## config.mk

```make
export PLATFORM = sky130hd
export DESIGN_NAME = imem_port_arbiter
export DESIGN_NICKNAME = d
export VERILOG_FILES = /design/src/rtl/imem_port_arbiter.sv
export SDC_FILE = /design/constraint.sdc
export NUM_CORES = 1
export LEC_CHECK = 0
export ABC_AREA = 1
export BUFFER_PORTS_ARGS = -buffer_cell sky130_fd_sc_hd__buf_2
export CAP_MARGIN = 0
export CORE_UTILIZATION = 39
export CTS_BUF_LIST = sky130_fd_sc_hd__clkbuf_16
export DETAILED_ROUTE_END_ITERATION = 12
export PLACE_DENSITY_LB_ADDON = 0.3
export SKIP_CTS_REPAIR_TIMING = 1
export SYNTH_ARGS = -nofsm -noshare
export SYNTH_HDL_FRONTEND = slang
export SYNTH_SLANG_ARGS = --single-unit
```

## constraint.sdc

```tcl
create_clock -name clk -period 2 [get_ports clk]
set_input_delay 0.3 -clock clk [delete_from_list [all_inputs] [get_ports clk]]
set_output_delay 0.3 -clock clk [all_outputs]
set_load 0.01 [all_outputs]
```

## src/rtl/imem_port_arbiter.sv

```systemverilog
// Two-requester arbiter for the shared instruction-memory read port.
// Bounded-burst grant selection, fixed-latency in-flight tag pipe, per-requester response steering.
module imem_port_arbiter #(
  parameter int ADDR_WIDTH   = 13,
  parameter int READ_LATENCY = 1,
  parameter int MAX_BURST    = 4
) (
  input  logic                  clk,
  input  logic                  rst,
  input  logic                  req0,
  input  logic [ADDR_WIDTH-1:0] addr0,
  output logic                  gnt0,
  output logic                  rvalid0,
  output logic [31:0]           rdata0,
  input  logic                  req1,
  input  logic [ADDR_WIDTH-1:0] addr1,
  output logic                  gnt1,
  output logic                  rvalid1,
  output logic [31:0]           rdata1,
  output logic [ADDR_WIDTH-1:0] mem_addr,
  input  logic [31:0]           mem_q
);

  localparam logic [3:0] BURST = 4'(MAX_BURST);

  logic                    last;
  logic                    last_nxt;
  logic [3:0]              run;
  logic [3:0]              run_nxt;
  logic                    gnt_any;
  logic                    gnt_id;
  logic [ADDR_WIDTH-1:0]   addr_q;
  logic [ADDR_WIDTH-1:0]   addr_sel;
  logic [READ_LATENCY-1:0] pipe_v;
  logic [READ_LATENCY-1:0] pipe_id;

  always_comb begin
    gnt_any  = 1'b0;
    gnt_id   = last;
    last_nxt = last;
    run_nxt  = run;
    if (!rst) begin
      if (req0 && req1) begin
        gnt_any = 1'b1;
        gnt_id  = (run < BURST) ? last : ~last;
      end else if (req0) begin
        gnt_any = 1'b1;
        gnt_id  = 1'b0;
      end else if (req1) begin
        gnt_any = 1'b1;
        gnt_id  = 1'b1;
      end
    end
    if (gnt_any) begin
      last_nxt = gnt_id;
      if (gnt_id == last) begin
        run_nxt = (run >= BURST) ? BURST : run + 4'd1;
      end else begin
        run_nxt = 4'd1;
      end
    end else begin
      run_nxt = 4'd0;
    end
  end

  assign addr_sel = gnt_id ? addr1 : addr0;
  assign gnt0     = gnt_any && !gnt_id;
  assign gnt1     = gnt_any && gnt_id;
  // Between grants the port keeps presenting the last granted address.
  assign mem_addr = rst ? '0 : (gnt_any ? addr_sel : addr_q);

  always_ff @(posedge clk) begin
    if (rst) begin
      last    <= 1'b0;
      run     <= 4'd0;
      addr_q  <= '0;
      pipe_v  <= '0;
      pipe_id <= '0;
    end else begin
      last       <= last_nxt;
      run        <= run_nxt;
      pipe_v[0]  <= gnt_any;
      pipe_id[0] <= gnt_id;
      for (int i = 1; i < READ_LATENCY; i++) begin
        pipe_v[i]  <= pipe_v[i-1];
        pipe_id[i] <= pipe_id[i-1];
      end
      if (gnt_any) begin
        addr_q <= addr_sel;
      end
    end
  end

  assign rvalid0 = !rst && pipe_v[READ_LATENCY-1] && !pipe_id[READ_LATENCY-1];
  assign rvalid1 = !rst && pipe_v[READ_LATENCY-1] && pipe_id[READ_LATENCY-1];
  assign rdata0  = mem_q;
  assign rdata1  = mem_q;

endmodule

```

Word-level counts from Yosys, hierarchy flattened
Index checks and enable logic that the tools add are counted.

$add $sub $neg: 1. $lt $le $gt $ge: 2. Equal/unequal tests: 1. Multiplexer cells: 14. Bitwise logic cells: 3. Reductions and logical operators: 12.

Operators by type and width (count): 13-bit two-way mux (3); 1-bit two-way mux (10); 1-bit logical AND (6); 4-bit by 1-bit adder with 4-bit output, second input constant (1); 4-bit by 3-bit greater-or-equal comparator with 1-bit output, second input constant (1); 4-bit by 3-bit less-than comparator with 1-bit output, second input constant (1); 4-bit OR reduction (1); 1-bit logical NOT (3); 3-bit two-way mux (1); 1-bit inverter (3); 3-bit OR reduction (1); 2-bit OR reduction (1); 1-bit equality test (1).

Register bits after elaboration: 20.

Longest topological paths before layout
Word-level depth: 7. Depth in mapped cells: 10. Mapped depth without buffers: 10.

Worst setup path before layout
No wires, ideal clock.

Kind: flip-flop to output port. Start: reg run[3]. End: out mem_addr[0]. Arrival: 1.154 ns. Required time: 1.700 ns. Slack: 0.546 ns. Cell stages (with the launch flop): 11. Buffers on the path: 1. Path through: dfxtp_1 -> nor2_2 -> nand2_1 -> nand2_1 -> nand2_2 -> nand2_4 -> buf_6 -> nand3_2 -> nand3_1 -> nand2_1 -> inv_1.

Word-level cells in the longest chain between the ends: 7.

RTL lines: from (decl) (RTL line 28) `logic [3:0] run;`; from (signal assigned) (RTL line 81) `run <= run_nxt;`; 4-bit by 3-bit less-than comparator with 1-bit output (RTL line 45) `gnt_id = (run < BURST) ? last : ~last;`; 1-bit two-way mux (RTL line 45); 1-bit two-way mux (RTL line 43) `if (req0 && req1) begin`; 1-bit two-way mux (RTL line 42) `if (!rst) begin`; 13-bit two-way mux (RTL line 66) `assign addr_sel = gnt_id ? addr1 : addr0;`; 13-bit two-way mux (2 in a row); to (decl) (RTL line 20) `output logic [ADDR_WIDTH-1:0] mem_addr,`.

Every way passes these cells.

Worst setup path in the final report
Start: reg run[2]. End: out mem_addr[9].

The elaborated chain is that of the path after synthesis.

==> reports/summary.txt <==
Outcome: finished clean
Num CTS Buffers: 3
Rows: 22
WL final: 2.71 mm
Placed Area: 1310 um2
Final antenna-violating net count: 0
Number of buffers added on ports: 46
Worst VDD drop: 0.000316 V
Combinational Power Share: 0.221
Startpoint Class: flop
Starting Density: 0.412
DR WL/cell: 11.3 um
Final worst path period share: 0.937
Hold Violations, Final: 0
Final setup fails: 0
Worst path top cell family by delay: simple AND/OR/NAND/NOR gates
Drt drc: 0
Most used cell, CP: nand2_1
Most common cell after layout, fill and taps aside: buf_2
Yosys cell types: 20
Seq/Total Area, Yosys: 0.261
Net Switching: 0.292 mW
IO Pins: 143
H-tree depth: 1
Ant diodes: 0
FMAX: 534 MHz
Element type at the critical path end: primary output
Fin area: 1430 um2
Mapped Cells: 207
Crit path required time: 1.70 ns
DP Cell Count: 234
Hold Crit Class: in -> reg
CP Max Fanout: 15
CP bufs+invs: 2
Clk slew on worst S/H paths: 0.06 ns
Layout cells sized above 1: 0.393
CTS tree: built
DR vias/cell: 4.37
Number of global-route vias before repair: 995
Iteration count of the initial detailed-routing pass: 4
WP data arrival: 1.57 ns
Dpl ws: 0.275 ns
Clk buf depth: 2
Die width: 64.7 um
Global-route wire length before repair: 4.33 mm
Clk network pwr share: 0.372
Clock tree sinks: 20
Gr usage total: 0.133
GPL Wtd Cong: 0.739
Finished Layout Cells: 239
Grt ovf: 0
Final setup TNS: 0 ns
Sw Ratio: 0.268
Delay of the slowest critical-path stage: 0.33 ns
Antenna violations before repair: 0
MaxCap Viol Count: 0
Crit path kind: reg -> out
DR vias: 1045
Clock Skews: 0.00399 ns
CP max stage cell: dfxtp_1
Core ar.: 3720 um2
Skew-Pair Late Insertion Delay: 0.25 ns
Synthesized area per cell: 7.40 um2
Reg power frac: 0.407
Area delta synth->final: -6.86%
Cell Pwr Density: 761 nW/um2
Die height: 64.7 um
Mapped Area: 1530 um2
Finished Core Util: 0.384
Final WS setup: 0.126 ns
Static leakage: 0.796 nW
Fillers: 402
Die area: 4180 um2
Synth warn: 0
Detailed Place HPWL: 2.01 mm
Nets: 256
Slew Viols, Final: 0
Final Critical Period: 1.87 ns
Pin count of the biggest net entering global routing: 17
Most frequent cells in the layout: buf_2 (46), nand2_1 (35), dfxtp_1 (19)
Root buffer cell: clkbuf_16
Int Pwr: 0.795 mW
CP Cell Sequence: nor2_2 > nand2_1 > nand2_1 > nand2_4 > nand2_8 > nand3_1 > nand3_1 > nand2_1 > inv_1 > buf_2
Mapped Nets: 270
1st-iter DRT viols: 38
Flops & latches, synth: 20
final timing paths:
path	endpoint	from	cells after the start	slack [ns]
worst max register to register	run[1]	run[2]	10	0.68
worst max-delay path	mem_addr[9]	run[2]	10	0.13
worst min register to register	run[0]	run[0]	3	0.53
worst min-delay path	last	rst	2	0.28
worst reg2reg max path: cells and delay by family, from the launching register on:
kind	cells	cell delay, ns
simple gates	9	0.83
flops	1	0.33
buf+inv	1	0.07
cell usage after synthesis:
cell	n	area share
inv_1	18	0.044
nand2_4	2	0.015
nand4_1	13	0.053
o21ai_2	1	0.0057
nor3_1	1	0.0033
o21ai_0	1	0.0033
conb_1	1	0.0024
inv_2	3	0.0073
dfxtp_1	20	0.26
nand3_1	17	0.056
nand3_2	9	0.059
buf_2	2	0.0065
nor2_1	9	0.022
buf_4	66	0.32
ha_1	1	0.0082
nor2_2	1	0.0041
nand2_2	2	0.0082
a21oi_1	1	0.0033
buf_6	4	0.029
nand2_1	35	0.086
power by group through the flow:
stage / combinational [mW] / clock [mW] / sequential [mW]
detailed placement: 0.230 / 0 / 0.450
global route: 0.268 / 0.439 / 0.446
CTS: 0.231 / 0.417 / 0.442
global placement: 0.230 / 0 / 0.450
floorplan: 0.290 / 0 / 0.448
finish: 0.240 / 0.404 / 0.443
metrics by stage:
stage                     hold slack (ns)  total power [mW]
after floorplan                     0.372             0.738
after global placement              0.517             0.680
after detailed placement            0.521             0.680
after CTS                           0.291              1.09
after global routing                0.306              1.15
final                               0.284              1.09
sequential cells by signal, indices dropped and copies added, names as in the netlist:
signal   count
last         1
pipe_id      1
run          4
addr_q      13
pipe_v       1
cell type report:
| type | count | area [um2] | area share |
|---|---|---|---|
| Multi-Input combinational cell | 94 | 517 | 0.362 |
| Clock buffer | 3 | 75.1 | 0.0526 |
| Tap cell | 48 | 60.1 | 0.0421 |
| Inverter | 21 | 78.8 | 0.0552 |
| Sequential cell | 20 | 402 | 0.281 |
| Timing Repair Buffer | 53 | 295 | 0.207 |
layer usage:
layer | up-vias | track usage | wire length (um)
met1 | 438 | 0.160 | 1210
met4 | 0 | 0.0722 | 65
li1 | 553 | - | -
met5 | - | 0 | 0
met3 | 14 | 0.0475 | 252
met2 | 40 | 0.207 | 1180
cell families after synthesis:
| logic type | share of synthesized area |
|---|---|
| simple gates | 0.305 |
| compound gates | 0.0122 |
| fa+ha+maj | 0.00816 |
| buf+inv | 0.411 |
| other cells | 0.00245 |
| flops | 0.261 |
Power figures use the tool's default switching activity.
